### config.mk
export PLATFORM = sky130hd
export DESIGN_NAME = stim_sequencer_flat
export DESIGN_NICKNAME = d
export VERILOG_FILES = /design/src/rtl/iir_pkg.sv /design/src/rtl/stim_sequencer_if.sv /design/src/rtl/stim_sequencer_peak_abs.sv /design/src/rtl/stim_sequencer.sv /design/src/flat_wrapper.sv
export SDC_FILE = /design/constraint.sdc
export NUM_CORES = 1
export LEC_CHECK = 0
export ABC_AREA = 1
export BUFFER_PORTS_ARGS = -buffer_cell sky130_fd_sc_hd__buf_4
export CORE_MARGIN = 2
export CORE_UTILIZATION = 50
export DETAILED_ROUTE_END_ITERATION = 10
export GPL_TIMING_DRIVEN = 0
export PLACE_DENSITY = 0.76
export SYNTH_ARGS = -nofsm -noshare
export SYNTH_HDL_FRONTEND = slang
export SYNTH_SLANG_ARGS = --single-unit
### constraint.sdc
create_clock -name clk -period 2.3 [get_ports clk]
set_input_delay 0 -clock clk [delete_from_list [all_inputs] [get_ports clk]]
set_output_delay 0 -clock clk [all_outputs]
set_load 0.01 [all_outputs]
### src/rtl/iir_pkg.sv
// ----------------------------------------------------------------------------
// iir_pkg
// Shared definitions for the cosine-generator / IIR-filter test harness.
//   seq_state_t : run-controller states (IDLE, RUN, FLUSH, DONE)
//   PHASE_W     : width of the generator table index
//   TABLE_LEN   : number of entries in the cosine table
//   SAMPLE_W    : width of a signed filter sample
// ----------------------------------------------------------------------------
package iir_pkg;

    localparam int PHASE_W   = 4;
    localparam int TABLE_LEN = 16;
    localparam int SAMPLE_W  = 16;

    typedef enum logic [1:0] {
        ST_IDLE,
        ST_RUN,
        ST_FLUSH,
        ST_DONE
    } seq_state_t;

endpackage

### src/rtl/stim_sequencer_if.sv
// ----------------------------------------------------------------------------
// stim_sequencer_if
// Bundles the control, generator and filter-side signals of stim_sequencer.
//   master : drives start/abort/burst_len and the generator/filter feedback
//            (gen_phase, y_in, y_valid); observes all sequencer outputs
//   slave  : the sequencer itself
// Parameter CNT_W sets the width of burst_len and sample_idx.
// ----------------------------------------------------------------------------
interface stim_sequencer_if
    import iir_pkg::*;
#(
    parameter int CNT_W = 12
) ();

    logic                       start;
    logic                       abort;
    logic [CNT_W-1:0]           burst_len;
    logic [PHASE_W-1:0]         gen_phase;
    logic signed [SAMPLE_W-1:0] y_in;
    logic                       y_valid;

    logic                       gen_restart;
    logic                       sample_valid;
    logic [CNT_W-1:0]           sample_idx;
    logic                       busy;
    logic                       done;
    logic                       aborted;
    logic                       phase_err;
    logic [SAMPLE_W-2:0]        peak;

    modport master (
        output start, abort, burst_len, gen_phase, y_in, y_valid,
        input  gen_restart, sample_valid, sample_idx, busy, done, aborted,
               phase_err, peak
    );

    modport slave (
        input  start, abort, burst_len, gen_phase, y_in, y_valid,
        output gen_restart, sample_valid, sample_idx, busy, done, aborted,
               phase_err, peak
    );

endinterface

### src/rtl/stim_sequencer_peak_abs.sv
// ----------------------------------------------------------------------------
// peak_abs
// Registered peak-magnitude tracker for the filter output.
//   clk, rst : clock and synchronous active-high reset
//   clr_i    : clear the held peak to zero (has priority over en_i)
//   en_i     : sample y_i this cycle
//   y_i      : signed sample
//   peak_o   : largest |y_i| seen since the last clear, saturated to 15 bits
// ----------------------------------------------------------------------------
module peak_abs
    import iir_pkg::*;
(
    input  logic                       clk,
    input  logic                       rst,
    input  logic                       clr_i,
    input  logic                       en_i,
    input  logic signed [SAMPLE_W-1:0] y_i,
    output logic [SAMPLE_W-2:0]        peak_o
);

    logic [SAMPLE_W-1:0] neg;
    logic [SAMPLE_W-2:0] mag;
    logic [SAMPLE_W-2:0] peak_q;

    // The most negative sample has no positive twin in 16 bits, so it
    // saturates to the largest 15-bit magnitude instead of wrapping.
    always_comb begin
        neg = ~y_i + 1'b1;
        if (y_i[SAMPLE_W-1] && (y_i[SAMPLE_W-2:0] == '0)) begin
            mag = '1;
        end else if (y_i[SAMPLE_W-1]) begin
            mag = neg[SAMPLE_W-2:0];
        end else begin
            mag = y_i[SAMPLE_W-2:0];
        end
    end

    // Hold register: only grows while enabled, cleared on a new burst.
    always_ff @(posedge clk) begin
        if (rst || clr_i) begin
            peak_q <= '0;
        end else if (en_i && (mag > peak_q)) begin
            peak_q <= mag;
        end
    end

    assign peak_o = peak_q;

endmodule

### src/rtl/stim_sequencer.sv
// ----------------------------------------------------------------------------
// stim_sequencer
// Run controller for the cosine generator and the IIR filter under test.
// A start in IDLE releases the generator and strobes sample_valid for
// burst_len cycles, then holds the generator in restart for FLUSH_CYC drain
// cycles and pulses done. Abort in RUN/FLUSH returns to IDLE with a pulse on
// aborted. During RUN the generator phase is checked against sample_idx and
// the filter output peak magnitude is tracked.
//   clk, rst : clock and synchronous active-high reset
//   bus      : stim_sequencer_if.slave (start, abort, burst_len, gen_phase,
//              y_in, y_valid in; gen_restart, sample_valid, sample_idx,
//              busy, done, aborted, phase_err, peak out)
// All outputs are registered.
// ----------------------------------------------------------------------------
module stim_sequencer
    import iir_pkg::*;
#(
    parameter int CNT_W     = 12,
    parameter int FLUSH_CYC = 8
) (
    input  logic            clk,
    input  logic            rst,
    stim_sequencer_if.slave bus
);

    localparam int FW = (FLUSH_CYC > 1) ? $clog2(FLUSH_CYC) : 1;

    seq_state_t       state_q, state_d;
    logic [CNT_W-1:0] len_q, len_d;
    logic [CNT_W-1:0] idx_q, idx_d;
    logic [FW-1:0]    flush_q, flush_d;
    logic             err_q, err_d;
    logic             restart_q, restart_d;
    logic             valid_q, valid_d;
    logic             busy_q, busy_d;
    logic             done_q, done_d;
    logic             aborted_q, aborted_d;
    logic             peak_clr;
    logic             peak_en;
    logic             active;

    assign active = (state_q == ST_RUN) || (state_q == ST_FLUSH);

    // Next-state and next-output logic. Outputs are derived from the next
    // state so that they line up with the state they describe.
    always_comb begin
        state_d   = state_q;
        len_d     = len_q;
        idx_d     = idx_q;
        flush_d   = flush_q;
        err_d     = err_q;
        peak_clr  = 1'b0;

        case (state_q)
            ST_IDLE: begin
                if (bus.start && !bus.abort) begin
                    len_d    = bus.burst_len;
                    idx_d    = '0;
                    err_d    = 1'b0;
                    peak_clr = 1'b1;
                    state_d  = (bus.burst_len == '0) ? ST_DONE : ST_RUN;
                end
            end
            ST_RUN: begin
                // The generator phase wraps with the low bits of the index.
                if (bus.gen_phase != idx_q[PHASE_W-1:0]) begin
                    err_d = 1'b1;
                end
                if (bus.abort) begin
                    state_d = ST_IDLE;
                end else if (idx_q == len_q - CNT_W'(1)) begin
                    state_d = ST_FLUSH;
                    flush_d = '0;
                end else begin
                    idx_d = idx_q + CNT_W'(1);
                end
            end
            ST_FLUSH: begin
                if (bus.abort) begin
                    state_d = ST_IDLE;
                end else if (flush_q == FW'(FLUSH_CYC - 1)) begin
                    state_d = ST_DONE;
                end else begin
                    flush_d = flush_q + FW'(1);
                end
            end
            ST_DONE: begin
                state_d = ST_IDLE;
            end
            default: begin
                state_d = ST_IDLE;
            end
        endcase

        restart_d = (state_d != ST_RUN);
        valid_d   = (state_d == ST_RUN);
        busy_d    = (state_d == ST_RUN) || (state_d == ST_FLUSH);
        done_d    = (state_d == ST_DONE);
        aborted_d = bus.abort && active;
    end

    // State and output registers.
    always_ff @(posedge clk) begin
        if (rst) begin
            state_q   <= ST_IDLE;
            len_q     <= '0;
            idx_q     <= '0;
            flush_q   <= '0;
            err_q     <= 1'b0;
            restart_q <= 1'b1;
            valid_q   <= 1'b0;
            busy_q    <= 1'b0;
            done_q    <= 1'b0;
            aborted_q <= 1'b0;
        end else begin
            state_q   <= state_d;
            len_q     <= len_d;
            idx_q     <= idx_d;
            flush_q   <= flush_d;
            err_q     <= err_d;
            restart_q <= restart_d;
            valid_q   <= valid_d;
            busy_q    <= busy_d;
            done_q    <= done_d;
            aborted_q <= aborted_d;
        end
    end

    // Filter output only counts while samples are in flight or draining.
    assign peak_en = active && bus.y_valid;

    peak_abs u_peak_abs (
        .clk    (clk),
        .rst    (rst),
        .clr_i  (peak_clr),
        .en_i   (peak_en),
        .y_i    (bus.y_in),
        .peak_o (bus.peak)
    );

    assign bus.gen_restart  = restart_q;
    assign bus.sample_valid = valid_q;
    assign bus.sample_idx   = idx_q;
    assign bus.busy         = busy_q;
    assign bus.done         = done_q;
    assign bus.aborted      = aborted_q;
    assign bus.phase_err    = err_q;

endmodule

### src/flat_wrapper.sv
// flat-port wrapper written by rule: the top's interface ports become plain ports
module stim_sequencer_flat import iir_pkg::*;
#(
    parameter int CNT_W     = 12,
    parameter int FLUSH_CYC = 8
)
  (clk, rst, bus_start, bus_abort, bus_burst_len, bus_gen_phase, bus_y_in, bus_y_valid, bus_gen_restart, bus_sample_valid, bus_sample_idx, bus_busy, bus_done, bus_aborted, bus_phase_err, bus_peak);
  stim_sequencer_if #(.CNT_W(CNT_W)) bus_i ();
  input  logic clk;
  input  logic rst;
  input wire logic [$bits(bus_i.start)-1:0] bus_start;
  input wire logic [$bits(bus_i.abort)-1:0] bus_abort;
  input wire logic [$bits(bus_i.burst_len)-1:0] bus_burst_len;
  input wire logic [$bits(bus_i.gen_phase)-1:0] bus_gen_phase;
  input wire logic [$bits(bus_i.y_in)-1:0] bus_y_in;
  input wire logic [$bits(bus_i.y_valid)-1:0] bus_y_valid;
  output wire logic [$bits(bus_i.gen_restart)-1:0] bus_gen_restart;
  output wire logic [$bits(bus_i.sample_valid)-1:0] bus_sample_valid;
  output wire logic [$bits(bus_i.sample_idx)-1:0] bus_sample_idx;
  output wire logic [$bits(bus_i.busy)-1:0] bus_busy;
  output wire logic [$bits(bus_i.done)-1:0] bus_done;
  output wire logic [$bits(bus_i.aborted)-1:0] bus_aborted;
  output wire logic [$bits(bus_i.phase_err)-1:0] bus_phase_err;
  output wire logic [$bits(bus_i.peak)-1:0] bus_peak;
  assign bus_i.start = bus_start;
  assign bus_i.abort = bus_abort;
  assign bus_i.burst_len = bus_burst_len;
  assign bus_i.gen_phase = bus_gen_phase;
  assign bus_i.y_in = bus_y_in;
  assign bus_i.y_valid = bus_y_valid;
  assign bus_gen_restart = bus_i.gen_restart;
  assign bus_sample_valid = bus_i.sample_valid;
  assign bus_sample_idx = bus_i.sample_idx;
  assign bus_busy = bus_i.busy;
  assign bus_done = bus_i.done;
  assign bus_aborted = bus_i.aborted;
  assign bus_phase_err = bus_i.phase_err;
  assign bus_peak = bus_i.peak;
  stim_sequencer #(.CNT_W(CNT_W), .FLUSH_CYC(FLUSH_CYC)) u_core (.clk(clk), .rst(rst), .bus(bus_i));
endmodule
Yosys cells after proc, flatten, opt, wreduce, memory -nomap -nowiden
Index checks and enable logic that the tools add are counted.

word-level totals
  output and inout bits = 33
  register bits = 50
  logic and storage cells = 75
  bits of input ports = 37

operators by class
  muxes and demuxes = 23
  reductions and logical operators = 18
  order comparisons = 1
  bitwise gates (word level) = 1
  eq/ne operators = 17
  $add $sub $neg = 4

operator list
  cell                                                                     number
  12-bit 2-to-1 mux                                                        3
  15-bit 2-to-1 mux                                                        2
  12-bit one-hot mux with 2 select lines                                   1
  15-bit by 1-bit adder with 15-bit output, second input constant          1
  15-bit > comparator                                                      1
  15-bit logical NOT                                                       1
  15-bit inverter                                                          1
  12-bit by 1-bit adder with 12-bit output, second input constant          1
  12-bit equality test                                                     1
  12-bit logical NOT                                                       1
  2-bit 2-to-1 mux                                                         6
  3-bit 2-to-1 mux                                                         4
  2-bit inequality test, second input constant                             6
  12-bit by 1-bit subtractor with 12-bit output, second input constant     1
  2-bit equality test, second input constant                               4
  2-bit one-hot mux with 4 select lines                                    1
  3-bit one-hot mux with 2 select lines                                    1
  1-bit logical AND                                                        5
  5-bit AND reduction                                                      1
  2-bit by 1-bit equality test with 1-bit output, second input constant    2
  1-bit 2-to-1 mux                                                         4
  2-bit by 1-bit inequality test with 1-bit output, second input constant  2
  4-bit inequality test                                                    1
  4-bit AND reduction                                                      1
  9 further kinds                                                          12

Depth between registers and ports, before layout
  depth in word-level cells = 7
  gate-level depth with buffers = 20
  gate-level depth less buffers = 20

Cells and area by module
A second synthesis with hierarchy kept.

second synthesis, totals
  cells, all modules = 616
  area total of the unflattened synthesis = 3831.2 sq um

modules (own cells, without submodules)
  module          area each (sq um)  cells each  instances  seq. area each (sq um)
  stim_sequencer  2318.5             364         1          700.7
  peak_abs        1512.7             252         1          300.3

Worst setup path before layout
No wires, ideal clock.

  kind = input -> register
  from = input bus_y_in[0]
  to = register u_core.u_peak_abs.peak_q[10], in the netlist u_core.u_peak_abs.peak_o[10]
  library setup time = 0.070 ns
  path buffers = 1
  cell stages on the path = 17
  arrival time = 2.368 ns
  path slack = -0.138 ns
  required time = 2.230 ns
  cells stage by stage = inv_1 > ha_1 > nand2_1 > nor3_1 > nand2_1 > o21ai_0 > o21ai_0 > ha_1 > nand2_1 > nor2_1 > nand4_1 > nor4_1 > nor2_1 > nand2_1 > clkbuf_1 > o21ai_0 > a21oi_1

between the ends
  cells in the longest elaborated chain, start to end = 6
  elaborated cells between the ends (all ways) = 8
  those cells by class = add/sub (1); order compare (1); mux (2); bitwise (1); reduce/logical (3)

ends and longest elaborated chain
  element                                   line                           text
  start: declaration                        flat_wrapper.sv:15             input wire logic [$bits(bus_i.y_in)-1:0] bus_y_in;
  15-bit inverter                           stim_sequencer_peak_abs.sv:28  neg = ~y_i + 1'b1;
  15-bit by 1-bit adder with 15-bit output  stim_sequencer_peak_abs.sv:28
  15-bit 2-to-1 mux                         stim_sequencer_peak_abs.sv:31  end else if (y_i[SAMPLE_W-1]) begin
  15-bit 2-to-1 mux (*)                     stim_sequencer_peak_abs.sv:29  if (y_i[SAMPLE_W-1] && (y_i[SAMPLE_W-2:0] == '0)) begin
  via u_core.u_peak_abs.mag[12]             stim_sequencer_peak_abs.sv:22  logic [SAMPLE_W-2:0] mag;
  15-bit > comparator (*)                   stim_sequencer_peak_abs.sv:42  end else if (en_i && (mag > peak_q)) begin
  1-bit logical AND (*)                     stim_sequencer_peak_abs.sv:42
  end signal: assignment                    stim_sequencer_peak_abs.sv:43  peak_q <= mag;
  end: declaration                          stim_sequencer_peak_abs.sv:23  logic [SAMPLE_W-2:0] peak_q;

Mark *: on every way through the listed nets, which the timed path passes. The rest lies on a longest branch.
A chain may end at the register's enable or synchronous reset.

Worst setup path in the final report
  from = input bus_y_in[3]
  to = register u_core.u_peak_abs.peak_q[11], in the netlist u_core.u_peak_abs.peak_o[11]

between the ends
  cells in the longest elaborated chain, start to end = 6
  elaborated cells between the ends (all ways) = 8
  those cells by class = add/sub (1); order compare (1); mux (2); bitwise (1); reduce/logical (3)

ends and longest elaborated chain
  element                                   line
  15-bit inverter                           stim_sequencer_peak_abs.sv:28
  15-bit by 1-bit adder with 15-bit output  stim_sequencer_peak_abs.sv:28
  15-bit 2-to-1 mux                         stim_sequencer_peak_abs.sv:31
  15-bit 2-to-1 mux (*)                     stim_sequencer_peak_abs.sv:29
  via u_core.u_peak_abs.mag[11]             stim_sequencer_peak_abs.sv:22
  15-bit > comparator                       stim_sequencer_peak_abs.sv:42
  1-bit logical AND                         stim_sequencer_peak_abs.sv:42

Marked as above.

==> results_dict.tcl <==
set metrics [dict create \
    ys_ff_latch 50 \
    ys_seq_area_share_pct 27.5 \
    grt.overflow.total 0 \
    critPathKind "in2reg" \
    fin_area_um2 4930 \
    cpMostUsedCell "nor2_2" \
    vias_per_cell 5.28 \
    powerDensity_nw_per_um2 480 \
    crit_fanout 8 \
    violations "negative hold slack, negative setup slack" \
    postSynth.asyncResetShare_pct 0 \
    netlist_area_um2 3630 \
    tightest_slew_ns 0.659 \
    synth.area.top_cells "dfxtp_1 28%, nand2_1 10%, ha_1 9.0%" \
    finalSetupTns_ns -2.88 \
    antenna_found_initial 0 \
    grt.met3_usage_pct 3.42 \
    routed_wirelength_um 10200 \
    final_layout_size_suffix_gt1_share_pct 30.8 \
    yosysMostFrequentCell "nand2_1" \
    grt_pass1_vias 3668 \
    fp-row-count 31 \
    clk_pin_slew_ns 0.10 \
    dpl.cell_count 721 \
    critPathSlowestCell "ha_1" \
    use_met1_pct 27.0 \
    slew-limit-headroom_pct 56.1 \
    cpLargestDelayFamily "simple AND/OR/NAND/NOR gates" \
    status "finished with violations" \
    ys.flop_type "dfxtp_1" \
    die-area_um2 7970 \
    die_x_um 89.3 \
    remaining_drc_errors 0 \
    placed_area_um2 4280 \
    timing.fmax_mhz 396 \
    max_cap_viol_count 0 \
    first_pass_iters 5 \
    cts_made_buffers 5 \
    avgSynthCellArea_um2 6.56 \
    grt_first_pass_wirelength_um 15500 \
    met2_usage_pct 47.3 \
    cts_tree "built" \
    p_leak_nw 2.17 \
    cts_sinks 50 \
    hold_path.class "in2reg" \
    regToRegSetupSlack_ns 0.04 \
    grt_max_degree 17 \
    skew_ns 0.0120 \
    dp_hpwl_um 7490 \
    start_util_pct 50.9 \
    track_usage_pct 24.6 \
    wl_per_cell_um 13.5 \
    stdcell_count 755 \
    required_ns 2.56 \
    end_kind "flop" \
    cts_root_buf "clkbuf_8" \
    irDropWorstVdd_mv 0.280 \
    register_area_um2 1010 \
    drtAntennaViolNets 0 \
    ioPinCount 70 \
    syn-num-nets 617 \
    final_max_slew_viol_count 0 \
    synth_edf_count 0 \
    antenna_cells 0 \
    fin_ws_ns -0.226 \
    setup_violations 15 \
    yosysWarnings 0 \
    nFillCells 630 \
    cts-htree-levels 2 \
    top_usage_layer "met2" \
    timing.hold.ws_ns -0.000598 \
    rsz0062_at_grt "yes" \
    path_cells "buf_4 > nor2_4 > nand3_2 > nor3_2 > nand2_1 > nor3_2 > nor3_1 > nand3b_1 > ha_1 > nand2_2 > nor2_2 > nand4_1 > nor4_2 > nor2_2 > nand2_4 > buf_8 > buf_6 > nor2_2 > nor2_1" \
    synthToLayoutAreaGrowth_pct 35.6 \
    worst-path-buf-inv 3 \
    die_height_um 89.3 \
    finalHoldViolations 1 \
    port-buffer-count 68 \
    synth_top_area_share_pct 27.5 \
    max_stage_delay_ns 0.33 \
    vias 3986 \
    arrival_ns 2.78 \
    multiInputGateArea_um2 2530 \
    post-route-period-util_pct 110 \
    ys_top_cells_by_count "101 x nand2_1, 73 x inv_1, 61 x nor2_1" \
    final_nets 718 \
    cp-start-kind "primary input" \
    core_area_um2 7140 \
    period_minus_slack_ns 2.53 \
    first_iter_violations 136 \
    ys_types 37 \
    clk_latency_ns 0.31 \
    cts_buffer_depth 2 \
    final_util_pct 69.1 \
    yosysTopAreaCell "dfxtp_1" \
    gp_congestion 0.893 \
    syn_inst 554 \
]
-- cell usage in the layout, fill, tap and decap left out, types with 6 or more instances in the layout --
cell type,n
xor2_1,16
o21ai_1,13
inv_1,63
clkbuf_8,6
clkbuf_1,7
buf_4,81
nor3_1,13
nand3_1,29
buf_6,8
nand3_2,6
nor2_2,7
nand2_2,21
o21ai_0,23
nand4_1,21
a21oi_2,12
dfxtp_1,48
inv_2,8
ha_1,21
a21oi_1,40
nand2_1,90
nor2_1,49
nor2_4,10
-- sequential cells by signal (all words and copies together), names as in the netlist --
register	count
u_core.bus.busy	1
u_core.bus.phase_err	1
u_core.bus.aborted	1
u_core.len_q	12
u_core.bus.done	1
u_core.bus.sample_valid	1
u_core.flush_q	3
u_core.state_q	2
u_core.u_peak_abs.peak_o	15
u_core.bus.sample_idx	12
u_core.bus.gen_restart	1
-- per-layer routing --
metal | share of wire [%] | up-vias | wire, µm
met5 | 0 | - | 0
met4 | 2.6 | 0 | 267
met3 | 3.6 | 24 | 368
met2 | 54 | 95 | 5470
met1 | 40 | 1837 | 4080
li1 | - | 2030 | -
-- final cells by class --
class / instances / area share, %
Tap cell: 99 / 2.51
Clock buffer: 5 / 1.40
Sequential cell: 50 / 20.4
Buffer: 18 / 2.18
Multi-Input combinational cell: 410 / 51.4
Timing Repair Buffer: 94 / 15.2
Inverter: 76 / 6.04
Clock inverter: 3 / 0.889
-- worst min-delay path, cell delays in order --
cell     delay, ns
buf_4         0.09
o21ai_0       0.08
a21oi_1       0.10
-- metrics by stage --
| stage | hold WS, ns | setup slack, ns | total power, mW |
|---|---|---|---|
| 2_1_floorplan | 0.121 | 0.0187 | 1.40 |
| 3_3_place_gp | 0.273 | -0.624 | 1.58 |
| 3_5_place_dp | 0.277 | -0.766 | 1.60 |
| 4_1_cts | 0.000347 | -0.00835 | 2.26 |
| 5_1_grt | 0.0115 | -0.350 | 2.51 |
| 6_report | -0.000598 | -0.226 | 2.37 |
-- timing repair --
item,4_1_cts,5_1_grt
hold buffers,5,0
buffers inserted,8,12
pin swaps,3,38
hold endpoints to repair,5,0
setup endpoints to repair,18,34
gates cloned,1,0
gates resized for setup,22,95
-- path summary, 6_finish.rpt --
path / startpoint / end / cells after the start
worst max register to register: u_core.len_q[0] / u_core.bus.busy / 17
worst min register to register: u_core.bus.phase_err / u_core.bus.phase_err / 2
worst min-delay path: bus_burst_len[4] / u_core.len_q[4] / 3
worst max-delay path: bus_y_in[3] / u_core.u_peak_abs.peak_o[11] / 19
-- power by group --
| part | switching, mW | total, mW | internal (mW) |
|---|---|---|---|
| clock network | 0.309 | 0.635 | 0.326 |
| logic | 0.459 | 0.785 | 0.327 |
| registers | 0.0361 | 0.946 | 0.910 |
-- cell families after synthesis --
kind of cell | synth area share (%)
AO/OA/AOI/OAI | 15.7
XOR/XNOR | 4.58
adder cells (fa/ha/maj) | 8.95
buffers and inverters | 10.1
flip-flops | 27.5
AND/OR/NAND/NOR | 33.1
Note: power is estimated with default switching activity, not from simulation.
